### src/rtl/mac_out_collector.sv
// Buffers full-width MAC result vectors and streams them out as lanesPerBeat-wide beats.
// Optional per-lane ReLU on the output beat is enabled by defining MAC_OUT_COLLECTOR_RELU_EN.
module mac_out_collector #(
  parameter int outputElements  = 32,
  parameter int accumulatorBits = 16,
  parameter int lanesPerBeat    = 8,
  parameter int fifoDepth       = 4
) (
  input  logic                                        clk,
  input  logic                                        nrst,
  input  logic                                        mac_valid_i,
  input  logic [outputElements*accumulatorBits-1:0]   mac_data_i,
  output logic                                        stall_o,
  output logic                                        overflow_o,
  input  logic                                        clear_i,
  output logic                                        out_valid_o,
  input  logic                                        out_ready_i,
  output logic [lanesPerBeat*accumulatorBits-1:0]     out_data_o,
  output logic [((outputElements/lanesPerBeat) > 1 ? $clog2(outputElements/lanesPerBeat) : 1)-1:0] out_beat_o,
  output logic                                        out_last_o
);

  localparam int beatsPerVector = outputElements / lanesPerBeat;
  localparam int beatW          = (beatsPerVector > 1) ? $clog2(beatsPerVector) : 1;
  localparam int vecW           = outputElements * accumulatorBits;
  localparam int beatBits       = lanesPerBeat * accumulatorBits;
  localparam int ptrW           = $clog2(fifoDepth);
  localparam int cntW           = $clog2(fifoDepth + 1);

  localparam logic [cntW-1:0]  depthCnt  = cntW'(fifoDepth);
  localparam logic [cntW-1:0]  stallCnt  = cntW'(fifoDepth - 1);
  localparam logic [beatW-1:0] lastBeat  = beatW'(beatsPerVector - 1);

  typedef enum logic {IDLE, SEND} state_t;

  state_t            state;
  logic [vecW-1:0]   mem [fifoDepth];
  logic [ptrW-1:0]   rd_ptr;
  logic [ptrW-1:0]   wr_ptr;
  logic [cntW-1:0]   count;
  logic [beatW-1:0]  beat;

  logic              transfer;
  logic              final_xfer;
  logic              push_ok;
  logic [vecW-1:0]   head;
  logic [beatBits-1:0] head_beat;
  logic [beatBits-1:0] shaped_beat;

  assign out_valid_o = (state == SEND);
  assign transfer    = out_valid_o & out_ready_i;
  assign final_xfer  = transfer & (beat == lastBeat);
  // A full FIFO can still take a vector when the head leaves in the same cycle.
  assign push_ok     = mac_valid_i & ((count < depthCnt) | final_xfer);
  assign stall_o     = (count >= stallCnt);

  always_ff @(posedge clk) begin
    if (push_ok) begin
      mem[wr_ptr] <= mac_data_i;
    end
  end

  always_ff @(posedge clk) begin
    if (!nrst) begin
      state      <= IDLE;
      rd_ptr     <= '0;
      wr_ptr     <= '0;
      count      <= '0;
      beat       <= '0;
      overflow_o <= 1'b0;
    end else begin
      if (push_ok) begin
        wr_ptr <= wr_ptr + 1'b1;
      end
      if (final_xfer) begin
        rd_ptr <= rd_ptr + 1'b1;
      end
      if (transfer) begin
        beat <= final_xfer ? '0 : beat + 1'b1;
      end
      case ({push_ok, final_xfer})
        2'b10:   count <= count + 1'b1;
        2'b01:   count <= count - 1'b1;
        default: count <= count;
      endcase
      case (state)
        IDLE: if (push_ok) state <= SEND;
        SEND: if (final_xfer && !push_ok && count == cntW'(1)) state <= IDLE;
        default: state <= IDLE;
      endcase
      if (clear_i) begin
        overflow_o <= 1'b0;
      end else if (mac_valid_i && !push_ok) begin
        overflow_o <= 1'b1;
      end
    end
  end

  assign head      = mem[rd_ptr];
  assign head_beat = head[int'(beat)*beatBits +: beatBits];

  always_comb begin
    shaped_beat = head_beat;
`ifdef MAC_OUT_COLLECTOR_RELU_EN
    for (int l = 0; l < lanesPerBeat; l++) begin
      if (head_beat[l*accumulatorBits + accumulatorBits - 1]) begin
        shaped_beat[l*accumulatorBits +: accumulatorBits] = '0;
      end
    end
`endif
  end

  // Outputs read as zero whenever nothing is queued, including straight out of reset.
  assign out_data_o = out_valid_o ? shaped_beat : '0;
  assign out_beat_o = beat;
  assign out_last_o = out_valid_o & (beat == lastBeat);

endmodule

### config.mk
export PLATFORM = sky130hd
export DESIGN_NAME = mac_out_collector
export DESIGN_NICKNAME = d
export VERILOG_FILES = /design/src/rtl/mac_out_collector.sv
export SDC_FILE = /design/constraint.sdc
export NUM_CORES = 2
export LEC_CHECK = 0
export ABC_AREA = 1
export CAP_MARGIN = 30
export CORE_MARGIN = 2
export CORE_UTILIZATION = 45
export CTS_CLUSTER_DIAMETER = 150
export CTS_CLUSTER_SIZE = 28
export DETAILED_ROUTE_END_ITERATION = 16
export MAX_ROUTING_LAYER = met4
export PLACE_DENSITY = 0.68
export REMOVE_ABC_BUFFERS = 1
export SYNTH_ARGS = -nofsm -noshare
export SYNTH_HDL_FRONTEND = slang
export SYNTH_SLANG_ARGS = --single-unit
### constraint.sdc
create_clock -name clk -period 77.4 [get_ports clk]
set_clock_uncertainty 0.1 [all_clocks]
set_input_delay 7.74 -clock clk [delete_from_list [all_inputs] [get_ports clk]]
set_output_delay 7.74 -clock clk [all_outputs]
set_load 0.02 [all_outputs]
Word level (Yosys, flattened, before mapping)

Memories as Yosys holds them, arrays and structs flattened. A register that Yosys moved wholly into a read port is not among the register bits.
Index checks and enable logic that the tools add are counted.

Flip-flop bits (word level): 11
Word-level logic and storage cells: 41
RAM bits: 2048
Output and inout port bits: 134
Memories: 1

Magnitude comparators: 2
Reduce and logical (&&, ||, !) cells: 6
Bitwise operators: 7
Add/subtract/negate cells: 5
Equality and inequality tests: 4
Mux-type cells: 9
Shift operators: 1

Memories:

| name | depth | width | rd ports | clocked after Yosys merged registers in | wr ports | RTL line | source |
|---|---|---|---|---|---|---|---|
| mem  | 4     | 512   | 1        | 1                                       | 1        | 37       | `logic [vecW-1:0] mem [fifoDepth];` |

Operators with widths:

| operator                                                                             | number |
|---|---|
| 512-bit by 10-bit variable part select with 128-bit output                           | 1 |
| 128-bit two-way mux                                                                  | 1 |
| 2-bit by 1-bit adder with 2-bit output (second input constant)                       | 3 |
| 2-bit two-way mux                                                                    | 3 |
| 3-bit case mux with 2 select lines                                                   | 1 |
| 1-bit AND                                                                            | 4 |
| 2-bit equality test (second input constant)                                          | 2 |
| 3-bit by 1-bit adder with 3-bit output (second input constant)                       | 1 |
| 3-bit by 1-bit equality test with 1-bit output (second input constant)               | 1 |
| 3-bit by 2-bit greater-or-equal comparator with 1-bit output (second input constant) | 1 |
| 1-bit logical AND                                                                    | 3 |
| 3-bit less-than comparator (second input constant)                                   | 1 |
| 1-bit two-way mux                                                                    | 3 |
| 3-bit by 1-bit subtractor with 3-bit output (second input constant)                  | 1 |
| 2-bit by 1-bit equality test with 1-bit output (second input constant)               | 1 |
| 1-bit NOT                                                                            | 2 |
| 1-bit case mux with 2 select lines                                                   | 1 |
| 2-bit nonzero test                                                                   | 1 |
| 2-bit OR reduction                                                                   | 1 |
| 1-bit zero test                                                                      | 1 |
| 1-bit bitwise OR                                                                     | 1 |

Longest topological paths before layout

Depth in word-level cells: 9
Mapped depth: 11
Depth with buffers taken out: 11

Worst setup path after synthesis

OpenSTA, ideal clock, no wires.

Kind: input -> register
Start point: input port out_ready_i
End point: memory mem[0][0] in the netlist's numbering, enable pin
Cell stages on the path: 4
Data arrival time: 29.278 ns
Buffers on the path: 0
Setup time: 1.402 ns
Required time: 75.898 ns
Path slack: 46.620 ns
Cell sequence: nand2_1 > nand2_1 > nand2_1 > nor2_1

Cells in the longest elaborated chain, start to end: 6

Ends and longest elaborated chain:

| item                                    | RTL line | source |
|---|---|---|
| start, declared                         | 17       | `input logic out_ready_i,` |
| 1-bit AND                               | 51       | `assign transfer = out_valid_o & out_ready_i;` |
| 1-bit AND                               | 52       | `assign final_xfer = transfer & (beat == lastBeat);` |
| 1-bit bitwise OR                        | 54       | `assign push_ok = mac_valid_i & ((count < depthCnt) \| final_xfer);` |
| 1-bit AND                               | 54       |  |
| 1-bit two-way mux                       | 58       | `if (push_ok) begin` |
| 1-bit two-way mux (implied by the code) | 59       | `mem[wr_ptr] <= mac_data_i;` |
| end, declared                           | 37       |  |

Every way passes these cells.

==> results.json <==
{
  "fin_crit_ps": 14510,
  "max_stage_delay_ps": 970,
  "htree_num_levels": 3,
  "finalSetupViolations": 0,
  "synth_area_um2": 86600,
  "fmax_ghz": 0.0689,
  "dieArea_um2": 196000,
  "crit_path_end_kind": "output port",
  "cts_setup_buffers": 0,
  "io-pin-count": 651,
  "slew_violations": 0,
  "relSlewSlack": 0.145,
  "clk_pin_slew_worst_paths_ps": 110,
  "ys_ff_latch": 2061,
  "clk_path_buf_depth": 3,
  "synth_mux_area_frac": 0,
  "cts_buffers": 84,
  "hold_start": "overflow_o",
  "cts.sink_count": 2061,
  "drc": 0,
  "layout_commonest_cell": "nand2_1",
  "rows": 161,
  "synth-simple-area-share": 0.208,
  "synth_compound_area_frac": 0.00870,
  "synth_cell_types": 19,
  "mostFrequentLayoutCells": "nand2_1 (3080), edfxtp_1 (2048), nand3_1 (1283)",
  "p_per_area_nw_per_um2": 20.5,
  "place.gp.congestion": 0.802,
  "hpwl_mm": 124,
  "vias": 57200,
  "area_delta_synth_final_pct": 13.0,
  "min_path_type": "flop to flop",
  "overflow": 0,
  "rsz0062_at_grt": "no",
  "vias_per_cell": 5.16,
  "synthXorXnorAreaFrac": 0.000202,
  "crit_slowest_cell": "dfxtp_4",
  "num-fill-cells": 16300,
  "synth_warnings": 0,
  "hold_buffers": 0,
  "worst_setup_path_start_kind": "flop",
  "status": "finished, final reports clean",
  "worstSetupPathType": "flop to output port",
  "grt_max_degree": 207,
  "root_buffer": "clkbuf_16",
  "crit_top_cell": "buf_4",
  "tightest_slew_ps": 1280,
  "regToRegSetupSlack_ps": 69760,
  "wl_per_cell_um": 19.7,
  "grt_pass1_vias": 54800,
  "start_util": 0.451,
  "port_buffers": 650,
  "drt_iter0_markers": 5044,
  "tritoncts": "done",
  "final_area_um2": 97800,
  "hold_viol": 0,
  "period_share": 0.187,
  "ys_seq_area_frac": 0.713,
  "dr.pass1.iters": 6,
  "worstPathRequired_ps": 69560,
  "drt_wl_total_mm": 218,
  "ant_nets": 0,
  "arrival_ps": 6670,
  "p_leak_nw": 39.0,
  "syn_inst": 8078,
  "ctsResizeCount": 0,
  "cp_max_fo": 91,
  "grt_pass1_wl_mm": 328,
  "track_usage": 0.225,
  "ir_worst_vdd_uv": 18.2,
  "postSynthAreaPerCell_um2": 10.7,
  "drive_gt1_frac": 0.0231,
  "dpl_cell_area_um2": 95300,
  "die_w_um": 443,
  "reg2reg_from": "out_beat_o[0]",
  "cap_violations": 0,
  "path_cells": "buf_4, buf_4, buf_4, buf_4, nand2_1, nand2_1, nand2_1, nand3_1, nand3_1, a21oi_1, clkdlybuf4s50_1",
  "core_um2": 192000,
  "layout.nets": 8993,
  "synth_top_family_by_area": "simple AND/OR/NAND/NOR gates",
  "insertion_delay_ps": 750,
  "synth_adder_area_share": 0.00159,
  "antenna_found_initial": 80,
  "final.setup.tns_ps": 0,
  "die_y_um": 443
}
==> report_power, final <==
part           total, mW  switching, mW  internal [mW]
Clock              0.533          0.326          0.208
Combinational      0.176          0.113         0.0628
Sequential          1.30         0.0117           1.28
==> Yosys cell counts <==
library cell  number  share of area
o21ai_0            8        0.00046
xor2_1             2        0.00020
nand3_1         1283          0.074
a21oi_1          138         0.0080
buf_1             54         0.0023
o211ai_1           1       0.000087
edfxtp_1        2048           0.71
nor2_1             7        0.00030
ha_1              11         0.0016
buf_2            238          0.014
nand2_1         3080           0.13
inv_1           1043          0.045
buf_6              2        0.00026
nor3_1             1       0.000058
a211oi_1           2        0.00017
dfxtp_1           13         0.0030
buf_4              5        0.00043
inv_2              2       0.000087
clkbuf_1         140         0.0061
==> worst max-delay path, delay by kind of cell (launching register included) <==
| kind | cells | cell delay (ps) |
|---|---|---|
| flops | 1 | 970 |
| simple gates | 5 | 500 |
| compound gates | 1 | 370 |
| buf+inv | 5 | 3820 |
==> path summary, 6_finish.rpt <==
| check | cells after the start | endpoint |
|---|---|---|
| setup reg to reg | 14 | mem[2][70] |
| hold reg to reg | 2 | overflow_o |
| setup / recovery | 11 | out_data_o[101] |
| hold / removal | 2 | overflow_o |
==> final cells by class <==
cell class,instances,area (um^2),area share
Antenna cell,73,183,0.00187
Clock inverter,6,96.3,0.000985
Tap cell,2526,3160,0.0323
Multi-Input combinational cell,4533,19000,0.194
Sequential cell,2061,61800,0.631
Inverter,1045,3960,0.0404
Clock buffer,101,2230,0.0228
Timing Repair Buffer,740,7490,0.0766
==> registers in the layout (all words and copies together) (netlist names), named ones only <==
signal	flops
count	3
mem	2048
out_beat_o	2
out_valid_o	1
overflow_o	1
rd_ptr	2
wr_ptr	2
==> cell families after synthesis <==
logic type	after synthesis
AO/OA/AOI/OAI	149
XOR/XNOR	2
adder cells (fa/ha/maj)	11
buffers and inverters	1484
flip-flops	2061
AND/OR/NAND/NOR	4371
==> stage by stage <==
step                utilization  total power, mW  setup WS, ps  hold slack (ps)  std cells
CTS                       0.509             2.02         62810              380      11000
global placement          0.496             1.49         63110              347      10900
finish                    0.510             2.00         62890              376      11100
global route              0.510             2.08         62450              402      11100
floorplan                     -             1.45          7950              344       7639
detailed placement        0.497             1.50         63210              358      10900
==> layer usage <==
metal / vias to the layer above / wire length, um / track usage / share of wire
met3: 338 / 14600 / 0.0337 / 0.067
met5: - / 0 / - / 0
met1: 27700 / 87900 / 0.281 / 0.40
met4: 0 / 8530 / 0.0982 / 0.039
li1: 27200 / - / - / -
met2: 1938 / 107000 / 0.365 / 0.49
No activity file was read; power rests on OpenSTA's default activity.
